<file path="src/rtl/alex_pkg.sv">
// Shared constants and types for the Alex LPF sequencer.
// Band edge and relay code tables are laid out for the 7-filter Alex board.
package alex_pkg;

  localparam int ALEX_NUM_FILTERS    = 7;
  localparam int ALEX_NUM_EDGES      = ALEX_NUM_FILTERS - 1;
  localparam int ALEX_HYST_HZ_DEF    = 50000;
  localparam int ALEX_BREAK_DEF      = 2048;
  localparam int ALEX_SETTLE_DEF     = 4096;

  // Ascending band edges in Hz; element 0 is the lowest edge.
  localparam logic [ALEX_NUM_EDGES-1:0][31:0] EDGE_HZ = {
    32'd32000000, 32'd22000000, 32'd15000000,
    32'd8000000,  32'd4500000,  32'd2200000
  };

  // One-hot relay drive per band; element 0 is the lowest band.
  localparam logic [ALEX_NUM_FILTERS-1:0][ALEX_NUM_FILTERS-1:0] LPF_CODE = {
    7'b0010000, 7'b0100000, 7'b1000000, 7'b0000001,
    7'b0000010, 7'b0000100, 7'b0001000
  };

  // Relay sequencing states.
  typedef enum logic [1:0] {
    IDLE   = 2'd0,
    BREAK  = 2'd1,
    SETTLE = 2'd2
  } state_e;

endpackage

</file>
<file path="src/rtl/alex_band_hyst.sv">
// Stage-1 band classifier: counts edges below the tuned frequency and
// evaluates the hysteresis windows around the currently selected band.
module alex_band_hyst
  import alex_pkg::*;
#(
  parameter int NUM_FILTERS = ALEX_NUM_FILTERS,
  parameter int FREQ_W      = 32,
  parameter int HYST_HZ     = ALEX_HYST_HZ_DEF,
  localparam int IDX_W      = $clog2(NUM_FILTERS)
) (
  input  logic              clock,
  input  logic              reset,
  input  logic [FREQ_W-1:0] frequency,
  input  logic [IDX_W-1:0]  cur_idx,
  output logic [IDX_W-1:0]  raw_idx,
  output logic              up_ok,
  output logic              dn_ok
);

  // One extra bit so edge+hysteresis cannot overflow.
  localparam int W1 = FREQ_W + 1;

  logic [IDX_W-1:0] raw_idx_d, raw_idx_q;
  logic             up_ok_d, up_ok_q;
  logic             dn_ok_d, dn_ok_q;
  logic [W1-1:0]    freq_ext;

  assign freq_ext = {1'b0, frequency};

  // Edge count plus up/down hysteresis tests against the current band.
  // NOTE: every output gets a default first so no path leaves it unassigned (no latch).
  always_comb begin
    raw_idx_d = '0;
    up_ok_d   = 1'b0;
    dn_ok_d   = 1'b0;
    for (int k = 0; k < NUM_FILTERS - 1; k++) begin
      if (freq_ext > W1'(EDGE_HZ[k])) begin
        raw_idx_d = raw_idx_d + IDX_W'(1);
      end
      // Upper edge of band k; never matches the top band, so up_ok stays 0 there.
      if (IDX_W'(k) == cur_idx) begin
        up_ok_d = freq_ext > (W1'(EDGE_HZ[k]) + W1'(HYST_HZ));
      end
      // Lower edge of band k+1; never matches band 0, so dn_ok stays 0 there.
      if (IDX_W'(k + 1) == cur_idx) begin
        dn_ok_d = freq_ext <= ((W1'(EDGE_HZ[k]) >= W1'(HYST_HZ))
                               ? (W1'(EDGE_HZ[k]) - W1'(HYST_HZ)) : '0);
      end
    end
  end

  // Stage-1 register with synchronous reset.
  // NOTE: clocked state uses non-blocking assignments so all flops update together.
  always_ff @(posedge clock) begin
    if (reset) begin
      raw_idx_q <= '0;
      up_ok_q   <= 1'b0;
      dn_ok_q   <= 1'b0;
    end else begin
      raw_idx_q <= raw_idx_d;
      up_ok_q   <= up_ok_d;
      dn_ok_q   <= dn_ok_d;
    end
  end

  assign raw_idx = raw_idx_q;
  assign up_ok   = up_ok_q;
  assign dn_ok   = dn_ok_q;

endmodule

</file>
<file path="src/rtl/alex_lpf_sequencer.sv">
// Alex LPF relay sequencer: frequency -> band selection with hysteresis,
// then a break-before-make relay change with a settle timer, deferred by ptt.
// Optional macro ALEX_LPF_OVERRIDE_EN adds override_en/override_idx for a
// forced band selection that bypasses hysteresis but keeps the sequencing.
module alex_lpf_sequencer
  import alex_pkg::*;
#(
  parameter int NUM_FILTERS   = ALEX_NUM_FILTERS,
  parameter int FREQ_W        = 32,
  parameter int HYST_HZ       = ALEX_HYST_HZ_DEF,
  parameter int BREAK_CYCLES  = ALEX_BREAK_DEF,
  parameter int SETTLE_CYCLES = ALEX_SETTLE_DEF,
  localparam int IDX_W        = $clog2(NUM_FILTERS)
) (
  input  logic                   clock,
  input  logic                   reset,
  input  logic [FREQ_W-1:0]      frequency,
  input  logic                   ptt,
  output logic [NUM_FILTERS-1:0] LPF,
  output logic [IDX_W-1:0]       band_idx,
  output logic                   switching,
  output logic                   tx_inhibit
`ifdef ALEX_LPF_OVERRIDE_EN
  ,
  input  logic                   override_en,
  input  logic [IDX_W-1:0]       override_idx
`endif
);

  localparam int MAX_CYC = (BREAK_CYCLES > SETTLE_CYCLES) ? BREAK_CYCLES : SETTLE_CYCLES;
  localparam int CNT_W   = (MAX_CYC > 1) ? $clog2(MAX_CYC) : 1;

  state_e                 state_d, state_q;
  logic [CNT_W-1:0]       cnt_d, cnt_q;
  logic [IDX_W-1:0]       cur_d, cur_q;
  logic [IDX_W-1:0]       tgt_d, tgt_q;
  logic [NUM_FILTERS-1:0] lpf_d, lpf_q;

  logic [IDX_W-1:0] raw_idx;
  logic             up_ok;
  logic             dn_ok;
  logic [IDX_W-1:0] req_idx;
  logic             change_req;

  alex_band_hyst #(
    .NUM_FILTERS (NUM_FILTERS),
    .FREQ_W      (FREQ_W),
    .HYST_HZ     (HYST_HZ)
  ) u_band_hyst (
    .clock     (clock),
    .reset     (reset),
    .frequency (frequency),
    .cur_idx   (cur_q),
    .raw_idx   (raw_idx),
    .up_ok     (up_ok),
    .dn_ok     (dn_ok)
  );

`ifdef ALEX_LPF_OVERRIDE_EN
  // Requested band: clamped override index when forced, else hysteresis-qualified frequency band.
  always_comb begin
    req_idx    = raw_idx;
    change_req = ((raw_idx > cur_q) && up_ok) || ((raw_idx < cur_q) && dn_ok);
    if (override_en) begin
      req_idx    = (override_idx > IDX_W'(NUM_FILTERS - 1)) ? IDX_W'(NUM_FILTERS - 1)
                                                             : override_idx;
      change_req = (req_idx != cur_q);
    end
  end
`else
  // Requested band: frequency band, qualified by the hysteresis window in the move direction.
  always_comb begin
    req_idx    = raw_idx;
    change_req = ((raw_idx > cur_q) && up_ok) || ((raw_idx < cur_q) && dn_ok);
  end
`endif

  // Break-before-make sequencing: next state, counter, band and relay drive.
  always_comb begin
    state_d = state_q;
    cnt_d   = cnt_q;
    cur_d   = cur_q;
    tgt_d   = tgt_q;
    lpf_d   = lpf_q;
    unique case (state_q)
      IDLE: begin
        lpf_d = NUM_FILTERS'(LPF_CODE[cur_q]);
        if (change_req && !ptt) begin
          tgt_d   = req_idx;
          lpf_d   = '0;
          cnt_d   = CNT_W'(BREAK_CYCLES - 1);
          state_d = BREAK;
        end
      end
      BREAK: begin
        if (cnt_q == '0) begin
          cur_d   = tgt_q;
          lpf_d   = NUM_FILTERS'(LPF_CODE[tgt_q]);
          cnt_d   = CNT_W'(SETTLE_CYCLES - 1);
          state_d = SETTLE;
        end else begin
          cnt_d = cnt_q - CNT_W'(1);
        end
      end
      SETTLE: begin
        if (cnt_q == '0) begin
          state_d = IDLE;
        end else begin
          cnt_d = cnt_q - CNT_W'(1);
        end
      end
      default: begin
        state_d = IDLE;
      end
    endcase
  end

  // Sequencer state register; reset parks on band 0 with its relay closed.
  always_ff @(posedge clock) begin
    if (reset) begin
      state_q <= IDLE;
      cnt_q   <= '0;
      cur_q   <= '0;
      tgt_q   <= '0;
      lpf_q   <= NUM_FILTERS'(LPF_CODE[0]);
    end else begin
      state_q <= state_d;
      cnt_q   <= cnt_d;
      cur_q   <= cur_d;
      tgt_q   <= tgt_d;
      lpf_q   <= lpf_d;
    end
  end

  assign LPF        = lpf_q;
  assign band_idx   = cur_q;
  assign switching  = (state_q != IDLE);
  assign tx_inhibit = switching;

endmodule
</file>
<file path="config.mk">
export PLATFORM = sky130hd
export DESIGN_NAME = alex_lpf_sequencer
export DESIGN_NICKNAME = d
export VERILOG_FILES = /design/src/rtl/alex_pkg.sv /design/src/rtl/alex_band_hyst.sv /design/src/rtl/alex_lpf_sequencer.sv
export SDC_FILE = /design/constraint.sdc
export NUM_CORES = 1
export LEC_CHECK = 0
export CORE_ASPECT_RATIO = 0.5
export CORE_MARGIN = 2
export CORE_UTILIZATION = 40
export DETAILED_ROUTE_END_ITERATION = 12
export SETUP_SLACK_MARGIN = 0.5
export SLEW_MARGIN = 20
export SYNTH_ARGS = -nofsm -noshare
export SYNTH_HDL_FRONTEND = slang
export SYNTH_HIERARCHICAL = 1
export SYNTH_SLANG_ARGS = --single-unit
</file>
<file path="constraint.sdc">
create_clock -name clock -period 6 [get_ports clock]
set_input_delay 1.2 -clock clock [delete_from_list [all_inputs] [get_ports clock]]
set_output_delay 1.2 -clock clock [all_outputs]
set_load 0.1 [all_outputs]
</file>
=== Word-level counts from Yosys, hierarchy flattened ===
Memories as Yosys holds them, arrays and structs flattened. A register that Yosys moved wholly into a read port is not among the register bits.
Cells that the tools add are included.

* Bits in registers: 32
* Input bits: 35
* Memories kept: 2
* ROM bits: 112
* Logic and storage cells: 101

* Multiplexer cells: 35
* Magnitude comparators: 22
* Reductions and logical operators: 16
* Add/sub/neg operators: 6
* Equality and inequality tests: 12

{| class="wikitable"
|+ Memories
! memory !! depth !! width !! rd ports !! clocked after memory_dff !! wr ports !! line !! RTL
|-
| (name not given) || 8 || 7 || 1 || 1 || 0 || alex_lpf_sequencer.sv:98 || <nowiki>lpf_d = NUM_FILTERS'(LPF_CODE[tgt_q]);</nowiki>
|-
| (name not given) || 8 || 7 || 1 || 1 || 0 || alex_lpf_sequencer.sv:87 || <nowiki>lpf_d = NUM_FILTERS'(LPF_CODE[cur_q]);</nowiki>
|}

{| class="wikitable"
|+ Operator list
! operator !! count
|-
| $gt A32 B23 Y1 const B || 4
|-
| $gt A32 B25 Y1 const B || 4
|-
| $gt A32 B22 Y1 const B || 2
|-
| $gt A32 B24 Y1 const B || 2
|-
| $le A32 B23 Y1 const B || 2
|-
| $le A32 B25 Y1 const B || 2
|-
| $mux W12 || 3
|-
| $pmux W12 S3 || 1
|-
| $le A32 B22 Y1 const B || 1
|-
| $le A32 B24 Y1 const B || 1
|-
| $mux W7 || 4
|-
| $mux W3 || 9
|-
| $pmux W7 S2 || 1
|-
| $mux W1 || 13
|-
| $add A3 B1 Y3 const B || 4
|-
| $logic_not A12 Y1 || 1
|-
| $sub A12 B1 Y12 const B || 1
|-
| $eq A3 B3 Y1 const A || 3
|-
| $lt A3 B4 Y1 const B || 2
|-
| $ne A2 B2 Y1 const B || 4
|-
| $eq A2 B3 Y1 const A || 2
|-
| $mux W2 || 3
|-
| $pmux W2 S3 || 1
|-
| $reduce_and A2 Y1 || 3
|-
| 14 further kinds || 18
|}

=== Longest topological paths before layout ===
Gate-level depths: netlist of run 1.

* Depth after elaboration: 12
* Depth in mapped cells: 22
* Mapped depth without buffers: 21

=== Modules after synthesis ===
Netlist of run 1, hierarchy kept.

{| class="wikitable"
|+ By module, submodules not included
! module !! times used !! seq. area each (um^2) !! cells each !! area an instance (um^2)
|-
| alex_band_hyst || 1 || 100.1 || 348 || 2269.7
|-
| alex_lpf_sequencer || 1 || 820.8 || 251 || 2143.3
|}

=== Least setup slack after synthesis of run 1 ===
Ideal clock, no wire load.

* Kind: input to register
* Start: input frequency[8]
* End: register u_band_hyst.raw_idx_q[2] (netlist: u_band_hyst/raw_idx[2])
* Setup slack: 0.830 ns
* Cell stages on the path: 22
* Arrival time: 5.056 ns
* Setup time: 0.115 ns
* Cells stage by stage: clkbuf_1 -> o41ai_1 -> a21oi_1 -> o21a_1 -> o21ai_0 -> a21boi_0 -> o311ai_0 -> inv_1 -> ha_1 -> o21a_1 -> or2_2 -> ha_1 -> inv_1 -> o21ai_0 -> ha_1 -> or2_2 -> and2_1 -> ha_1 -> o211ai_1 -> xnor2_1 -> xnor2_1 -> nor2_1

* Longest elaborated chain between the ends: 12

{| class="wikitable"
|+ Ends and longest elaborated chain
! item !! line !! RTL
|-
| start, declared || alex_lpf_sequencer.sv:17 || <nowiki>input logic [FREQ_W-1:0] frequency,</nowiki>
|-
| $gt A32 B22 Y1 || alex_band_hyst.sv:37 || <nowiki>if (freq_ext > W1'(EDGE_HZ[k])) begin</nowiki>
|-
| $mux W1 || alex_band_hyst.sv:37 ||
|-
| $add A1 B1 Y2 || alex_band_hyst.sv:38 || <nowiki>raw_idx_d = raw_idx_d + IDX_W'(1);</nowiki>
|-
| $mux W3 || alex_band_hyst.sv:37 ||
|-
| $add A3 B1 Y3 || alex_band_hyst.sv:38 ||
|-
| $mux W3 || alex_band_hyst.sv:37 ||
|-
| $add A3 B1 Y3 || alex_band_hyst.sv:38 ||
|-
| $mux W3 || alex_band_hyst.sv:37 ||
|-
| $add A3 B1 Y3 || alex_band_hyst.sv:38 ||
|-
| $mux W3 || alex_band_hyst.sv:37 ||
|-
| $add A3 B1 Y3 || alex_band_hyst.sv:38 ||
|-
| $mux W3 (*) || alex_band_hyst.sv:37 ||
|-
| end signal, assigned || alex_band_hyst.sv:60 || <nowiki>raw_idx_q <= raw_idx_d;</nowiki>
|-
| end, declared || alex_band_hyst.sv:23 || <nowiki>logic [IDX_W-1:0] raw_idx_d, raw_idx_q;</nowiki>
|}

Mark *: on every way between the ends. The rest lies on a longest branch, timed or not.
A chain may end at the register's enable or synchronous reset.

=== Final worst setup path of run 1 ===
* Start: input frequency[30]
* End: register u_band_hyst.raw_idx_q[1] (netlist: u_band_hyst/raw_idx[1])

Same word-level chain as after synthesis.

==> flow_summary.toml, run 1 <==
[place]
gp_congestion = 1.03
numPortBuffers = 46
dp_hpwl_um = 11000
pre_cts_ws_ns = 0.0929

[clocking]
cts_max_level = 2
clock-sinks = 46
cts_buffers = 5
cts_tree = "done"
postCtsHoldBufs = 0
insertion_delay_ns = 0.28
cts_max_path_buffers = 2
cts-root-buf = "clkbuf_16"
path_clk_slew_ns = 0.06

[drt]
wl_um = 14600
detail_route.wl_per_cell_um = 18.4
dr_total_vias = 4959
drt-initial-drc-count = 515
drt_first_pass_iters = 5
drc = 0
postRouteAntennaNets = 0
via_per_inst = 6.25

[synth]
synth_most_common_cell = "nand2_1"
synth.distinct_cells = 80
synth_top_area_share_pct = 20.9
synth_warnings = 6
syn_area_um2 = 4410
syn_nets = 648
async_reset_ff_share_pct = 0
synth_common_cells = "nand2_1, dfxtp_1, nor2_1"
synth_cells = 599
ys_ff_latch = 46
synth_top_cell_by_area = "dfxtp_1"
seq_area_frac_synth_pct = 20.9
syn-mean-instance-area_um2 = 7.37
synth_edf_count = 0
synth_flop_cell = "dfxtp_1"
synth_area_leaders = "dfxtp_1, a21oi_1, nand2_1"

[timing]
worst_slack_ns = 0.720
setup-tns-final_ns = 0
hold_viol = 0
final-setup-viol-count = 0
fin_skew_ns = 0.00488
fmax_ghz = 0.189
layout_min_cycle_time_ns = 5.28
fin_crit_sh_pct = 88.0
maxSlewHeadroom_pct = 31.6
rsz0062_at_grt = "false"
worst_slew_pin_slew_ns = 1.02
slew_viol_final = 0

[power_and_ir_drop]
ir_drop_v = 0.000157
p_per_area_nw_per_um2 = 176
p_leak_nw = 1.91

[run_status]
outcome = "complete, no violations"

[floorplan]
rows = 27
initial_core_util_pct = 40.6
die_y_um = 78.3
core_um2 = 10900
die_w_um = 153
die-area_um2 = 11900
ios = 47

[worst_setup_path]
critical_path.max_stage_delay_ns = 0.65
crit_type = "in -> reg"
arrival_ns = 5.45
cp_max_fo = 3
worst_path_most_repeated_cell = "ha_1"
rr_worst_depth = 7
crit_slowest_cell = "or4_1"
r2r-start = "band_idx[2]"
rr_endpoint = "cnt_q[1]"
cp-end-kind = "register"
start_kind = "primary input"
path_cells = "clkdlybuf4s50_1 > or4_1 > nor4b_4 > nand3_1 > o311ai_2 > inv_1 > ha_4 > o21a_1 > or2_2 > ha_1 > inv_1 > o21ai_1 > ha_1 > or2_2 > and2_1 > ha_1 > nor3b_1 > a41o_1"
r2r_slack_ns = 3.17
required_ns = 6.17

[flow_run]
drv_cap = 0

[global_route]
grt_start_max_net_pins = 43
grt_pass1_wl_um = 23500
track_usage_pct = 23.9
grt_pass1_vias = 4499
grt_overflow_total = 0
antenna_found_initial = 0

[layout]
num-nets-final = 696
seq_area_um2 = 921
syn_to_final_growth_pct = 21.7
fill_cells = 1073
multi_input_area_um2 = 3290
antenna_cells = 0
drive_gt1_share_pct = 13.4

[worst_hold_path]
hold_class = "reg -> reg"
holdPathStages = 2
holdPathEnd = "LPF[4]"
## metal layers
metal	vias to the layer above	part of all wire [%]	track usage, %	wire [um]
li1	2386	-	-	-
met5	-	0	0	0
met1	2317	46	32.8	6770
met2	223	42	38.4	6170
met4	0	3.0	6.94	435
met3	33	8.2	4.75	1200
## worst max-delay path: cells and delay by family
family                     cells  cell delay (ns)
AOI/OAI and AO/OA              4             0.52
adders and majority gates      4             1.08
buffers and inverters          3             0.63
and+or+nand+nor                7             2.01
## power breakdown
part | leakage (nW) | internal, mW | switching [mW]
registers | 0.375 | 0.328 | 0.0271
logic | 1.46 | 0.119 | 0.205
clock network | 0.0698 | 0.154 | 0.113
total | 1.91 | 0.601 | 0.345
## cells by family (layout without fill, tap and decap cells)
logic type | after synthesis | after routing | share of synthesized area, %
AOI/OAI and AO/OA | 171 | 171 | 27.2
xor gates and xnor gates | 5 | 5 | 0.993
adders and majority gates | 14 | 14 | 3.97
buffers and inverters | 66 | 115 | 6.10
DFF | 46 | 46 | 20.9
muxes | 4 | 4 | 0.907
and+or+nand+nor | 293 | 293 | 40.0
## timing repair
item	4_1_cts	5_1_grt
gates resized for setup	3	14
setup buffers	0	2
setup endpoints to repair	2	2
pin swaps	0	4
cloned	0	0
## metrics by stage
stage	hold slack, ns	total power [mW]	utilization, %	cells	cell area, um2
2_1_floorplan	0.423	0.574	-	599	4410
4_1_cts	0.442	0.947	48.7	791	5300
3_5_place_dp	0.433	0.676	47.2	783	5140
5_1_grt	0.467	0.999	49.4	793	5370
3_3_place_gp	0.427	0.678	47.2	783	5140
6_report	0.439	0.946	49.4	793	5370
## layout by cell type, fill, tap and decap left out, types with 12 or more instances in the layout
| master | count |
|---|---|
| nor2_1 | 44 |
| nand3_1 | 31 |
| o21ai_0 | 32 |
| inv_1 | 24 |
| nor2b_1 | 12 |
| a21oi_1 | 42 |
| nand4_1 | 23 |
| dfxtp_1 | 46 |
| a211oi_1 | 13 |
| nor3_1 | 19 |
| ha_1 | 13 |
| nor3b_1 | 14 |
| clkdlybuf4s50_1 | 44 |
| nand2_1 | 54 |
| buf_4 | 37 |
## area by class of cell
| class | instances | area share, % |
|---|---|---|
| clock buffer | 5 | 2.33 |
| clock inverter | 3 | 0.396 |
| inverter | 24 | 1.68 |
| multi-input combinational | 487 | 61.2 |
| sequential | 46 | 17.1 |
| tap | 145 | 3.38 |
| timing repair buffer | 83 | 13.8 |
## how the worst max path moves through the flow
stage                  startpoint                      to  slack [ns]
global route         frequency[5]  u_band_hyst/raw_idx[2]        0.52
global placement     frequency[8]  u_band_hyst/raw_idx[2]        0.18
detailed placement   frequency[8]  u_band_hyst/raw_idx[2]        0.09
floorplan            frequency[8]  u_band_hyst/raw_idx[2]        0.83
finish              frequency[30]  u_band_hyst/raw_idx[1]        0.72
CTS                 frequency[30]  u_band_hyst/raw_idx[1]        0.50
(Power assumes the default switching activity.)
==> inputs of run 2 (changes only) <==
--- a/config.mk
+++ b/config.mk
@@ -6,7 +6,7 @@
 export NUM_CORES = 1
 export LEC_CHECK = 0
 export CORE_ASPECT_RATIO = 0.5
-export CORE_MARGIN = 2
+export CORE_MARGIN = 10
 export CORE_UTILIZATION = 40
 export DETAILED_ROUTE_END_ITERATION = 12
 export SETUP_SLACK_MARGIN = 0.5
==> run 2 against run 1 <==
Sequential power is essentially flat. Fmax rose by 1.3%. Final cell count shrank 1.3%. Wire length grew 3.6%. Flip-flop and latch count unchanged. Non-clock buffer count shrank 5. Sequential share of layout area up 0.13 points. Worst hold slack better by 0.0017 ns. Critical endpoint is now u_band_hyst/raw_idx[2]. Combinational power barely moved.
==> flow_summary.toml, run 2 (synthesis gave the netlist of run 1 again) <==
[timing]
layout_min_cycle_time_ns = 5.21
slew_viol_final = 0
rsz0062_at_grt = "false"
fin_crit_sh_pct = 86.9
worst_slew_pin_slew_ns = 1.03
setup-tns-final_ns = 0
fin_hold_ws_ns = 0.440
fin_skew_ns = 0.00394
final-setup-viol-count = 0
maxSlewHeadroom_pct = 30.8
hold_viol = 0
fmax_ghz = 0.192

[drt]
dr_total_vias = 4981
drt_first_pass_iters = 5
detail_route.wl_per_cell_um = 19.3
postRouteAntennaNets = 0
drc = 0
via_per_inst = 6.36
wl_um = 15100
drt-initial-drc-count = 618

[place]
numPortBuffers = 46
gp_congestion = 0.993
dp_hpwl_um = 11500

[worst_setup_path]
arrival_ns = 5.38
cp_max_fo = 6
start_kind = "primary input"
r2r-start = "band_idx[2]"
required_ns = 6.16
cp-end-kind = "register"
crit_path_end = "u_band_hyst/raw_idx[2]"
crit_start = "frequency[11]"
crit_type = "in -> reg"
r2r_slack_ns = 3.13
rr_endpoint = "cnt_q[1]"
rr_worst_depth = 7

[clocking]
clock-sinks = 46
insertion_delay_ns = 0.29
cts_buffers = 5
cts_max_path_buffers = 2
cts_tree = "done"
path_clk_slew_ns = 0.07
cts_max_level = 2
cts-root-buf = "clkbuf_16"

[power_and_ir_drop]
ir_drop_v = 0.000109
p_per_area_nw_per_um2 = 179
p_leak_nw = 1.87

[run_status]
outcome = "complete, no violations"

[layout]
antenna_cells = 0
final_common_cell = "nand2_1"
drive_gt1_share_pct = 12.8
final_cell_mix = "nand2_1, dfxtp_1, clkdlybuf4s50_1"
num-nets-final = 691
syn_to_final_growth_pct = 20.8
fill_cells = 1049

[global_route]
grt_pass1_wl_um = 24600
track_usage_pct = 18.4
antenna_found_initial = 0
grt_pass1_vias = 4612
grt_overflow_total = 0
grt_start_max_net_pins = 43

[floorplan]
core_um2 = 10500
die_w_um = 169
initial_core_util_pct = 42.1
die_y_um = 94.3
die-area_um2 = 15900
rows = 26
ios = 47

[flow_run]
drv_cap = 0

[worst_hold_path]
hold_class = "reg -> reg"
[run 2: cell types whose count changed in the layout (fill, tap and decap cells not counted), moves of 2 or more]
cell             before  now
buf_4                37   32
clkdlybuf4s50_1      44   46
dlymetal6s2s_1        2    0
o21ai_0              32   34
[run 2: worst min path at each step]
stage	start	end	slack, ns	cells after the start
CTS	register	LPF[1]	0.44	2
global placement	register	LPF[6]	0.43	2
finish	register	LPF[4]	0.44	2
floorplan	register	LPF[0]	0.42	2
detailed placement	register	LPF[1]	0.43	2
global route	register	LPF[5]	0.47	2
[run 2: critical path, stage by stage]
cell and delay (ns):
clkdlybuf4s50_1 0.44, or3_4 0.43, a31o_2 0.23, a211o_1 0.29
a31oi_1 0.15, o21ai_0 0.19, ha_4 0.29, o21a_1 0.13
or2_4 0.26, ha_1 0.28, inv_1 0.04, o21ai_1 0.14
ha_1 0.24, or2_2 0.30, and2_1 0.16, ha_1 0.17
o211ai_1 0.10, xnor2_1 0.16, xnor2_1 0.13, nor2_1 0.05
[run 2: metrics by stage]
step	total power, mW	worst slack (ns)	utilization, %	area, um2	cells
CTS	0.955	0.502	50.2	5260	782
floorplan	0.574	0.830	-	4410	599
detailed placement	0.677	0.128	48.7	5100	774
global route	1.00	0.516	50.9	5330	783
global placement	0.678	0.220	48.7	5100	774
finish	0.956	0.786	50.9	5330	783
[run 2: report_power, final]
group / switching [mW] / internal, mW / total (mW)
Sequential: 0.0271 / 0.328 / 0.355
Combinational: 0.206 / 0.118 / 0.324
Clock: 0.121 / 0.156 / 0.276
[run 2: timing repair]
action / 4_1_cts / 5_1_grt
hold buffers: 0 / 0
gates resized for setup: 2 / 12
buffers inserted: 0 / 1
pin swaps: 0 / 5
setup endpoints to repair: 2 / 2
endpoints found under the hold margin: 0 / 0
[run 2: cell type report]
| type | instances | area (um2) | area share, % |
|---|---|---|---|
| flip-flops and latches | 46 | 921 | 17.3 |
| multi-input cells | 487 | 3290 | 61.8 |
| inverters | 24 | 90.1 | 1.69 |
| repair buffers | 78 | 701 | 13.1 |
| clock inverters | 3 | 23.8 | 0.446 |
| well taps | 140 | 175 | 3.29 |
| clock buffers | 5 | 125 | 2.35 |
[run 2: metal layers]
metal	track usage [%]	vias up	part of all wire, %
met4	5.69	0	2.7
li1	-	2369	-
met2	29.6	269	43
met5	0	-	0
met1	24.5	2299	45
met3	3.22	44	9.3
